**src/rtl/cpu_fabric_mailbox.sv**
```systemverilog
// CPU register-bus mailbox to the fabric CPU interface word: byte FIFOs each way
// with toggle handshakes, plus 6 GPIO bits each way. Everything runs on clk_i.
module cpu_fabric_mailbox #(
  parameter int RX_DEPTH    = 4,
  parameter int TX_DEPTH    = 4,
  parameter int SYNC_STAGES = 2
) (
  input  logic        clk_i,
  input  logic        rst_i,
  input  logic        bus_valid_i,
  input  logic        bus_we_i,
  input  logic [1:0]  bus_addr_i,
  input  logic [31:0] bus_wdata_i,
  output logic [31:0] bus_rdata_o,
  output logic        bus_ready_o,
  output logic        irq_o,
  input  logic [15:0] fabric_i,
  output logic [15:0] fabric_o
);
  localparam int RXAW = $clog2(RX_DEPTH);
  localparam int TXAW = $clog2(TX_DEPTH);
  localparam logic [RXAW:0] RX_FULL_CNT = (RXAW+1)'(RX_DEPTH);
  localparam logic [TXAW:0] TX_FULL_CNT = (TXAW+1)'(TX_DEPTH);

  typedef enum logic {IDLE, WAIT_ACK} txState_t;

  logic [15:0]   syncQ [SYNC_STAGES];
  logic [15:0]   fabSync;
  logic [7:0]    rxMem [RX_DEPTH];
  logic [RXAW-1:0] rxWr, rxRd;
  logic [RXAW:0] rxCount;
  logic [7:0]    txMem [TX_DEPTH];
  logic [TXAW-1:0] txWr, txRd;
  logic [TXAW:0] txCount;
  logic          rxSeen, txTgl, txOvf, rxUnd;
  logic [7:0]    dataQ;
  logic [5:0]    gpioOut;
  txState_t      state, stateNext;
  logic          txPop, txBusy;
  logic [31:0]   rdNext, status;

  // Fabric word synchronizer chain
  always_ff @(posedge clk_i or posedge rst_i) begin
    if (rst_i) begin
      for (int i = 0; i < SYNC_STAGES; i++) syncQ[i] <= '0;
    end else begin
      syncQ[0] <= fabric_i;
      for (int i = 1; i < SYNC_STAGES; i++) syncQ[i] <= syncQ[i-1];
    end
  end
  assign fabSync = syncQ[SYNC_STAGES-1];

  logic accept, dataWr, dataRd, statWr, gpioWr;
  assign accept = bus_valid_i & ~bus_ready_o;
  assign dataWr = accept &  bus_we_i & (bus_addr_i == 2'd0);
  assign dataRd = accept & ~bus_we_i & (bus_addr_i == 2'd0);
  assign statWr = accept &  bus_we_i & (bus_addr_i == 2'd1);
  assign gpioWr = accept &  bus_we_i & (bus_addr_i == 2'd2);

  logic rxEmpty, rxFull, rxPush, rxPop;
  logic txEmpty, txFull, txPush, txDrop;
  assign rxEmpty = (rxCount == '0);
  assign rxFull  = (rxCount == RX_FULL_CNT);
  assign txEmpty = (txCount == '0);
  assign txFull  = (txCount == TX_FULL_CNT);
  // A pending fabric byte is held (not acked) while the RX FIFO is full
  assign rxPush  = (fabSync[8] ^ rxSeen) & ~rxFull;
  assign rxPop   = dataRd & ~rxEmpty;
  assign txPush  = dataWr & (~txFull | txPop);
  assign txDrop  = dataWr & txFull & ~txPop;

  always_ff @(posedge clk_i) begin
    if (rxPush) rxMem[rxWr] <= fabSync[7:0];
    if (txPush) txMem[txWr] <= bus_wdata_i[7:0];
  end

  always_ff @(posedge clk_i or posedge rst_i) begin
    if (rst_i) begin
      rxWr <= '0; rxRd <= '0; rxCount <= '0; rxSeen <= 1'b0;
      txWr <= '0; txRd <= '0; txCount <= '0;
    end else begin
      if (rxPush) begin
        rxWr   <= rxWr + 1'b1;
        rxSeen <= fabSync[8];
      end
      if (rxPop) rxRd <= rxRd + 1'b1;
      case ({rxPush, rxPop})
        2'b10:   rxCount <= rxCount + 1'b1;
        2'b01:   rxCount <= rxCount - 1'b1;
        default: ;
      endcase
      if (txPush) txWr <= txWr + 1'b1;
      if (txPop)  txRd <= txRd + 1'b1;
      case ({txPush, txPop})
        2'b10:   txCount <= txCount + 1'b1;
        2'b01:   txCount <= txCount - 1'b1;
        default: ;
      endcase
    end
  end

  // TX handshake FSM
  always_ff @(posedge clk_i or posedge rst_i) begin
    if (rst_i) state <= IDLE;
    else       state <= stateNext;
  end

  always_comb begin
    stateNext = state;
    case (state)
      IDLE:     if (!txEmpty) stateNext = WAIT_ACK;
      WAIT_ACK: if (fabSync[9] == txTgl) stateNext = IDLE;
      default:  stateNext = IDLE;
    endcase
  end

  always_comb begin
    txPop  = (state == IDLE) & ~txEmpty;
    txBusy = (state == WAIT_ACK);
  end

  always_ff @(posedge clk_i or posedge rst_i) begin
    if (rst_i) begin
      dataQ <= '0; txTgl <= 1'b0; txOvf <= 1'b0; rxUnd <= 1'b0; gpioOut <= '0;
    end else begin
      if (txPop) begin
        dataQ <= txMem[txRd];
        txTgl <= ~txTgl;
      end
      // Sticky set beats a same-edge W1C clear
      if (txDrop)                          txOvf <= 1'b1;
      else if (statWr && bus_wdata_i[5])   txOvf <= 1'b0;
      if (dataRd && rxEmpty)               rxUnd <= 1'b1;
      else if (statWr && bus_wdata_i[6])   rxUnd <= 1'b0;
      if (gpioWr) gpioOut <= bus_wdata_i[5:0];
    end
  end

  assign status = {8'd0, 8'(txCount), 8'(rxCount), 1'b0, rxUnd, txOvf, txBusy,
                   txFull, txEmpty, rxFull, rxEmpty};

  always_comb begin
    rdNext = '0;
    if (!bus_we_i) begin
      case (bus_addr_i)
        2'd0: rdNext = rxEmpty ? 32'd0 : {24'd0, rxMem[rxRd]};
        2'd1: rdNext = status;
        2'd2: rdNext = {26'd0, gpioOut};
        2'd3: rdNext = {26'd0, fabSync[15:10]};
        default: rdNext = '0;
      endcase
    end
  end

  always_ff @(posedge clk_i or posedge rst_i) begin
    if (rst_i) begin
      bus_ready_o <= 1'b0;
      bus_rdata_o <= '0;
    end else begin
      bus_ready_o <= accept;
      bus_rdata_o <= accept ? rdNext : 32'd0;
    end
  end

  assign irq_o    = ~rxEmpty;
  assign fabric_o = {gpioOut, rxSeen, txTgl, dataQ};
endmodule

```
**config.mk**
```make
export PLATFORM = sky130hd
export DESIGN_NAME = cpu_fabric_mailbox
export DESIGN_NICKNAME = d
export VERILOG_FILES = /design/src/rtl/cpu_fabric_mailbox.sv
export SDC_FILE = /design/constraint.sdc
export NUM_CORES = 1
export LEC_CHECK = 0
export ABC_CLOCK_PERIOD_IN_PS = 3100
export CORE_UTILIZATION = 30
export CTS_BUF_LIST = sky130_fd_sc_hd__clkbuf_8
export CTS_CLUSTER_SIZE = 14
export DETAILED_ROUTE_END_ITERATION = 6
export PLACE_DENSITY = 0.62
export RECOVER_POWER = 25
export REMOVE_ABC_BUFFERS = 1
export SLEW_MARGIN = 40
export SYNTH_ARGS = -nofsm -noshare
export SYNTH_HDL_FRONTEND = slang
export SYNTH_SLANG_ARGS = --single-unit
```
**constraint.sdc**
```tcl
create_clock -name clk_i -period 3.1 [get_ports clk_i]
set_clock_uncertainty 0.15 [all_clocks]
set_input_delay 0.93 -clock clk_i [delete_from_list [all_inputs] [get_ports clk_i]]
set_output_delay 0.93 -clock clk_i [all_outputs]
set_load 0.005 [all_outputs]
```
==> flow_metrics.py, run 1 <==
metrics = {
    "die": {
        "start_util": 0.310,
        "num_rows": 49,
        "core_sq_um": 18100,
        "die_w_um": 139,
        "die_h_um": 139,
        "io_pins": 104,
        "die-area_sq_um": 19300,
    },
    "finish": {
        "layout_commonest_cell": "dfrtp_1",
        "fin_nets": 488,
        "drive_gt1_frac": 0.216,
        "syn_to_final_growth_pct": 25.4,
        "n_fill_cell": 1685,
        "antennaDiodeCount": 0,
        "final_cell_mix": "dfrtp_1 (80), edfxtp_1 (64), clkdlybuf4s50_1 (41), mux2_2 (20), dlygate4sd3_1 (20)",
        "final_cell_area_sq_um": 7050,
    },
    "critical_path": {
        "crit_path_cell_trace": "clkdlybuf4s50_1, or3b_4, nor4_4, ha_1, inv_1, fa_1, xor2_1, nor2_1, xor2_1",
        "r2r_start": "rxCount[0]",
        "cp_top_family": "simple AND/OR/NAND/NOR gates",
        "startpoint_type": "input port",
        "startpoint": "bus_valid_i",
        "crit_top_cell": "xor2_1",
        "critPathCaptureType": "flop",
        "path_max_fanout": 2,
        "crit_slowest_cell": "clkdlybuf4s50_1",
        "slowest_delay_ps": 480,
        "critPathArrivalTime_ps": 3180,
        "required_ps": 3310,
        "critPathKind": "in -> reg",
        "worst-path-buf-inv": 2,
    },
    "synth": {
        "ys.flop_type": "dfrtp_1",
        "synth_cell_type_count": 45,
        "yosysWarnings": 0,
        "synth_area_sq_um": 5620,
        "synth_fa_ha_area_frac": 0.0294,
        "syn_avg_cell_area_sq_um": 16.9,
        "synth_edf_count": 64,
        "yosys.area_share.simple": 0.0590,
        "synth_top_family_by_area": "multiplexers",
        "synthArstFlopShare": 0.556,
        "postSynthCellCount": 333,
        "synth_compound_area_frac": 0.0287,
        "ys_seq_area_frac": 0.698,
        "synthMuxAreaShare": 0.113,
        "synth_seq_cells": 144,
        "synthXorXnorAreaFrac": 0.0234,
    },
    "timing": {
        "hold_violations": 0,
        "tightestPinTransition_ps": 770,
        "slew_headroom": 0.486,
        "slew_viol_final": 0,
        "setup_viol": 0,
        "rsz0062_at_grt": "false",
        "timing.final.crit_share": 0.958,
        "hold_slack_ps": 200,
        "fmax_ghz": 0.337,
        "min_period_ps": 2970,
        "totalNegativeSetupSlack_ps": 0,
    },
    "placement": {
        "io_buffers": 61,
        "gp_congestion": 0.782,
        "hpwl_um": 7490,
        "place_area_sq_um": 6610,
    },
    "route": {
        "drt-pass1-iter-count": 6,
        "route.vias.total": 2914,
        "drc_errors": 0,
        "wirelength_um": 10600,
        "via_per_inst": 4.39,
        "wl_per_cell_um": 15.9,
        "ant_nets": 0,
        "drt_iter0_drc": 94,
    },
    "clock_network": {
        "holdBufCountCts": 0,
        "cts_inserted_buffers": 17,
        "ctsResizeCount": 0,
        "cts_tree": "yes",
        "clockRootBuffer": "clkbuf_8",
        "path_clk_slew_ps": 80,
        "clock_latency_ps": 440,
        "clockBufferDepth": 2,
        "cts_htree_levels": 4,
        "cts_num_sinks": 144,
        "cts_post_setup_buffers_inserted": 0,
    },
    "power": {
        "power_leakage_nw": 2.80,
        "power.density_nw_per_um2": 793,
        "total_power_mw": 5.59,
        "vdd_drop_max_uv": 361,
    },
    "run": {
        "drv_cap": 0,
    },
    "grt": {
        "grt_remaining_overflow": 0,
        "grt_pass1_vias": 3066,
        "grt_pass1_wl_um": 16700,
        "gr-usage-all-layers": 0.117,
        "grt_max_degree": 34,
        "antenna_found_initial": 0,
    },
    "run_status": {
        "outcome": "complete, no violations",
    },
    "worst_hold_path": {
        "hold_class": "reg -> reg",
        "hp-start": "syncQ[17]",
    },
}
cells in the mapped netlist, types with 5 or more instances:
library cell | number | area share
inv_1 | 14 | 0.0094
mux4_2 | 11 | 0.044
dfrtp_1 | 80 | 0.36
buf_2 | 8 | 0.0071
and2_1 | 7 | 0.0078
xor2_1 | 10 | 0.016
ha_1 | 10 | 0.022
mux2i_1 | 16 | 0.029
mux2_2 | 20 | 0.040
xnor2_1 | 5 | 0.0078
nor2_1 | 6 | 0.0040
and3_1 | 5 | 0.0056
a22oi_1 | 5 | 0.0067
edfxtp_1 | 64 | 0.34
buf_4 | 22 | 0.029
registers in the layout, summed over array words and instances, names as in the netlist:
| register | count |
|---|---|
| rxMem | 32 |
| txMem | 32 |
| fabSync | 16 |
| syncQ | 16 |
| bus_rdata_o | 14 |
| dataQ | 8 |
| gpioOut | 6 |
| rxCount | 3 |
| txCount | 3 |
| rxRd | 2 |
| rxWr | 2 |
| txRd | 2 |
| txWr | 2 |
| bus_ready_o | 1 |
| rxSeen | 1 |
| rxUnd | 1 |
| state | 1 |
| txOvf | 1 |
| txTgl | 1 |
cells by family after synthesis:
group                    Yosys count
flip-flops                       144
multiplexers                      47
buffers and inverters             47
AND/OR/NAND/NOR                   46
AO/OA/AOI/OAI                     21
XOR/XNOR                          15
adder cells (fa/ha/maj)           12
other                              1
final cells by class:
cell class              count  area, sq um  area share
clock inverters            14          188      0.0266
inverters                  15         57.6     0.00817
clock buffers              18          248      0.0352
well taps                 229          287      0.0407
multi-input cells         159         1490       0.211
repair buffers             85          853       0.121
flip-flops and latches    144         3920       0.557
per-stage QoR:
stage	setup slack (ps)	instances	utilization
after floorplan	-31.7	318	-
after global placement	-221	632	0.364
after detailed placement	-342	632	0.364
after CTS	134	664	0.388
after global routing	31.4	664	0.388
final	132	664	0.388
worst register-to-register path, delay by kind of cell, from the launching register on:
family,cells,cell delay (ps)
and+or+nand+nor,3,930
adders and majority gates,2,550
DFF,1,420
xor gates and xnor gates,2,320
buffers and inverters,2,130
power breakdown:
part / switching [mW] / leakage (nW) / internal (mW)
Sequential: 0.305 / 1.55 / 2.35
Combinational: 0.565 / 1.04 / 0.766
Clock: 0.708 / 0.212 / 0.895
Total: 1.58 / 2.80 / 4.01
worst paths after layout:
path	cells after the start	slack (ps)	end
max	9	130	rxCount[2]
min	0	200	fabSync[1]
max reg2reg	9	530	rxCount[2]
min reg2reg	0	200	fabSync[1]
max in group asynchronous	3	1480	fabSync[9]
min in group asynchronous	2	730	syncQ[20]
routing by layer:
metal | vias to the layer above | track usage | part of all wire
met5 | - | 0 | 0
met4 | 0 | 0.0474 | 0.017
met3 | 13 | 0.0428 | 0.042
met2 | 75 | 0.203 | 0.53
met1 | 1482 | 0.130 | 0.41
li1 | 1344 | - | -
(Power assumes the default switching activity.)
==> inputs of run 2 (changes only) <==
--- a/config.mk
+++ b/config.mk
@@ -6,12 +6,14 @@
 export NUM_CORES = 1
 export LEC_CHECK = 0
 export ABC_CLOCK_PERIOD_IN_PS = 3100
+export CELL_PAD_IN_SITES_DETAIL_PLACEMENT = 0
+export CELL_PAD_IN_SITES_GLOBAL_PLACEMENT = 1
 export CORE_UTILIZATION = 30
 export CTS_BUF_LIST = sky130_fd_sc_hd__clkbuf_8
 export CTS_CLUSTER_SIZE = 14
 export DETAILED_ROUTE_END_ITERATION = 6
-export PLACE_DENSITY = 0.62
-export RECOVER_POWER = 25
+export PLACE_DENSITY = 0.7
+export RECOVER_POWER = 100
 export REMOVE_ABC_BUFFERS = 1
 export SLEW_MARGIN = 40
 export SYNTH_ARGS = -nofsm -noshare
==> run 2 against run 1 <==
Net effect:
- the flow now finishes with violations (DRC)
- largest cell class unchanged
- total power rose by 5.5%
- clock-buffer cell count fell by 1
- final cell count rose by 0.30%
- core utilization rose by 0.069 points
- non-clock buffer count rose by 2
- cell area rose by 0.18%
- routed wire length fell by 2.1%
- sequential cell count did not move
- register-to-register slack barely moved
- clock power rose by 25%
==> flow_metrics.py, run 2 (same netlist as run 1, synthesis figures left out) <==
metrics = {
    "route": {
        "route.vias.total": 2878,
        "wl_met1_um": 4230,
        "wl_per_cell_um": 15.5,
        "dr.max_layer_used": "met4",
        "ant_nets": 0,
        "via_per_inst": 4.32,
        "wirelength_um": 10400,
        "drt_iter0_drc": 202,
        "drc_errors": 5,
        "wl_met2_um": 5450,
        "drt-pass1-iter-count": 7,
        "dr_wl_met3_um": 436,
    },
    "timing": {
        "tightestPinTransition_ps": 880,
        "rsz0062_at_grt": "false",
        "min_period_ps": 2980,
        "hold_slack_ps": 190,
        "setup_viol": 0,
        "slew_headroom": 0.414,
        "hold_violations": 0,
        "timing.final.crit_share": 0.960,
        "fmax_ghz": 0.336,
        "slew_viol_final": 0,
        "totalNegativeSetupSlack_ps": 0,
    },
    "grt": {
        "antenna_found_initial": 0,
        "grt_pass1_vias": 3064,
        "gr-usage-all-layers": 0.116,
        "grt_max_degree": 63,
        "grt_pass1_wl_um": 16600,
        "grt_remaining_overflow": 0,
    },
    "run": {
        "drv_cap": 0,
    },
    "clock_network": {
        "clock_latency_ps": 450,
        "path_clk_slew_ps": 80,
        "cts_tree": "yes",
        "cts_post_setup_buffers_inserted": 0,
        "cts_inserted_buffers": 17,
        "clockBufferDepth": 2,
        "clockRootBuffer": "clkbuf_8",
        "cts_htree_levels": 4,
        "holdBufCountCts": 0,
        "ctsResizeCount": 0,
        "cts_num_sinks": 144,
    },
    "critical_path": {
        "r2r_slack_ps": 540,
        "critPathArrivalTime_ps": 2950,
        "critPathCaptureType": "flop",
        "startpoint_type": "input port",
        "critPathKind": "in -> reg",
        "r2r_start": "rxCount[0]",
        "crit_end": "txMem[0][5]",
        "required_ps": 3070,
        "r2r_end": "rxCount[2]",
        "startpoint": "bus_addr_i[0]",
        "path_max_fanout": 8,
        "worst_r2r_path_depth": 9,
    },
    "die": {
        "start_util": 0.310,
        "core_sq_um": 18100,
        "die_w_um": 139,
        "die_h_um": 139,
        "io_pins": 104,
        "die-area_sq_um": 19300,
        "num_rows": 49,
    },
    "power": {
        "clock_power_share": 0.338,
        "p_seq_frac": 0.449,
        "internal_power_mw": 4.34,
        "power.density_nw_per_um2": 835,
        "swShare": 0.263,
        "vdd_drop_max_uv": 328,
        "p_switching_mw": 1.55,
        "combPwrFrac": 0.213,
        "power_leakage_nw": 2.86,
    },
    "finish": {
        "drive_gt1_frac": 0.192,
        "syn_to_final_growth_pct": 25.6,
        "final_cell_mix": "dfrtp_1 (80), edfxtp_1 (64), dlygate4sd3_1 (57), mux2_2 (20), conb_1 (18)",
        "layout_commonest_cell": "dfrtp_1",
        "largestRegisters": "rxMem x32, txMem x32",
        "antennaDiodeCount": 0,
        "fin_util": 0.389,
        "instances_no_fill": 666,
        "final_cell_area_sq_um": 7060,
        "fin_nets": 490,
    },
    "placement": {
        "gp_congestion": 0.728,
        "io_buffers": 61,
        "dpl.cell_count": 634,
        "hpwl_um": 7200,
        "place_area_sq_um": 6630,
    },
    "run_status": {
        "violations": "DRC",
        "outcome": "complete, but fails checks",
    },
    "worst_hold_path": {
        "hold_class": "reg -> reg",
    },
}
-- run 2: area by class of cell --
type                    count  area (sq um)
multi-input cells         159          1470
well taps                 229           287
fillers                  1688         11100
flip-flops and latches    144          3920
clock inverters            15           313
repair buffers             87           777
clock buffers              17           234
inverters                  15          57.6
-- run 2: power groups by stage --
stage / sequential [mW] / combinational, mW / clock [mW]
finish: 2.65 / 1.26 / 2.00
detailed placement: 2.70 / 1.35 / 0
global placement: 2.68 / 1.31 / 0
floorplan: 2.62 / 0.828 / 0
CTS: 2.66 / 1.36 / 2.05
global route: 2.70 / 1.39 / 2.13
-- run 2: worst max-delay path, cell delays in order --
cell and delay [ps]:
dlygate4sd3_1 530, clkbuf_1 200, clkbuf_1 150, nor4_1 430, clkbuf_1 270, and2_0 170, clkbuf_2 260
-- run 2: metal layers --
layer	track usage	vias to the layer above
li1	-	1353
met1	0.129	1437
met2	0.205	71
met3	0.0390	17
met4	0.0462	0
met5	0	-
-- run 2: worst min-delay path by stage --
| stage | to | slack, ps | from | cells past startpoint |
|---|---|---|---|---|
| final | fabSync[14] | 190 | syncQ[30] | 0 |
| after global routing | fabSync[14] | 200 | syncQ[30] | 0 |
| after CTS | fabSync[14] | 190 | syncQ[30] | 0 |
| after detailed placement | fabSync[12] | 180 | syncQ[28] | 0 |
| after global placement | fabSync[0] | 180 | syncQ[16] | 0 |
| after floorplan | fabSync[0] | 180 | syncQ[16] | 0 |
-- run 2: per-stage QoR --
step / worst slack [ps] / total power [mW]
final: 123 / 5.90
after global routing: 49.4 / 6.22
after CTS: 119 / 6.07
after detailed placement: -283 / 4.05
after global placement: -225 / 3.99
after floorplan: -31.7 / 3.45
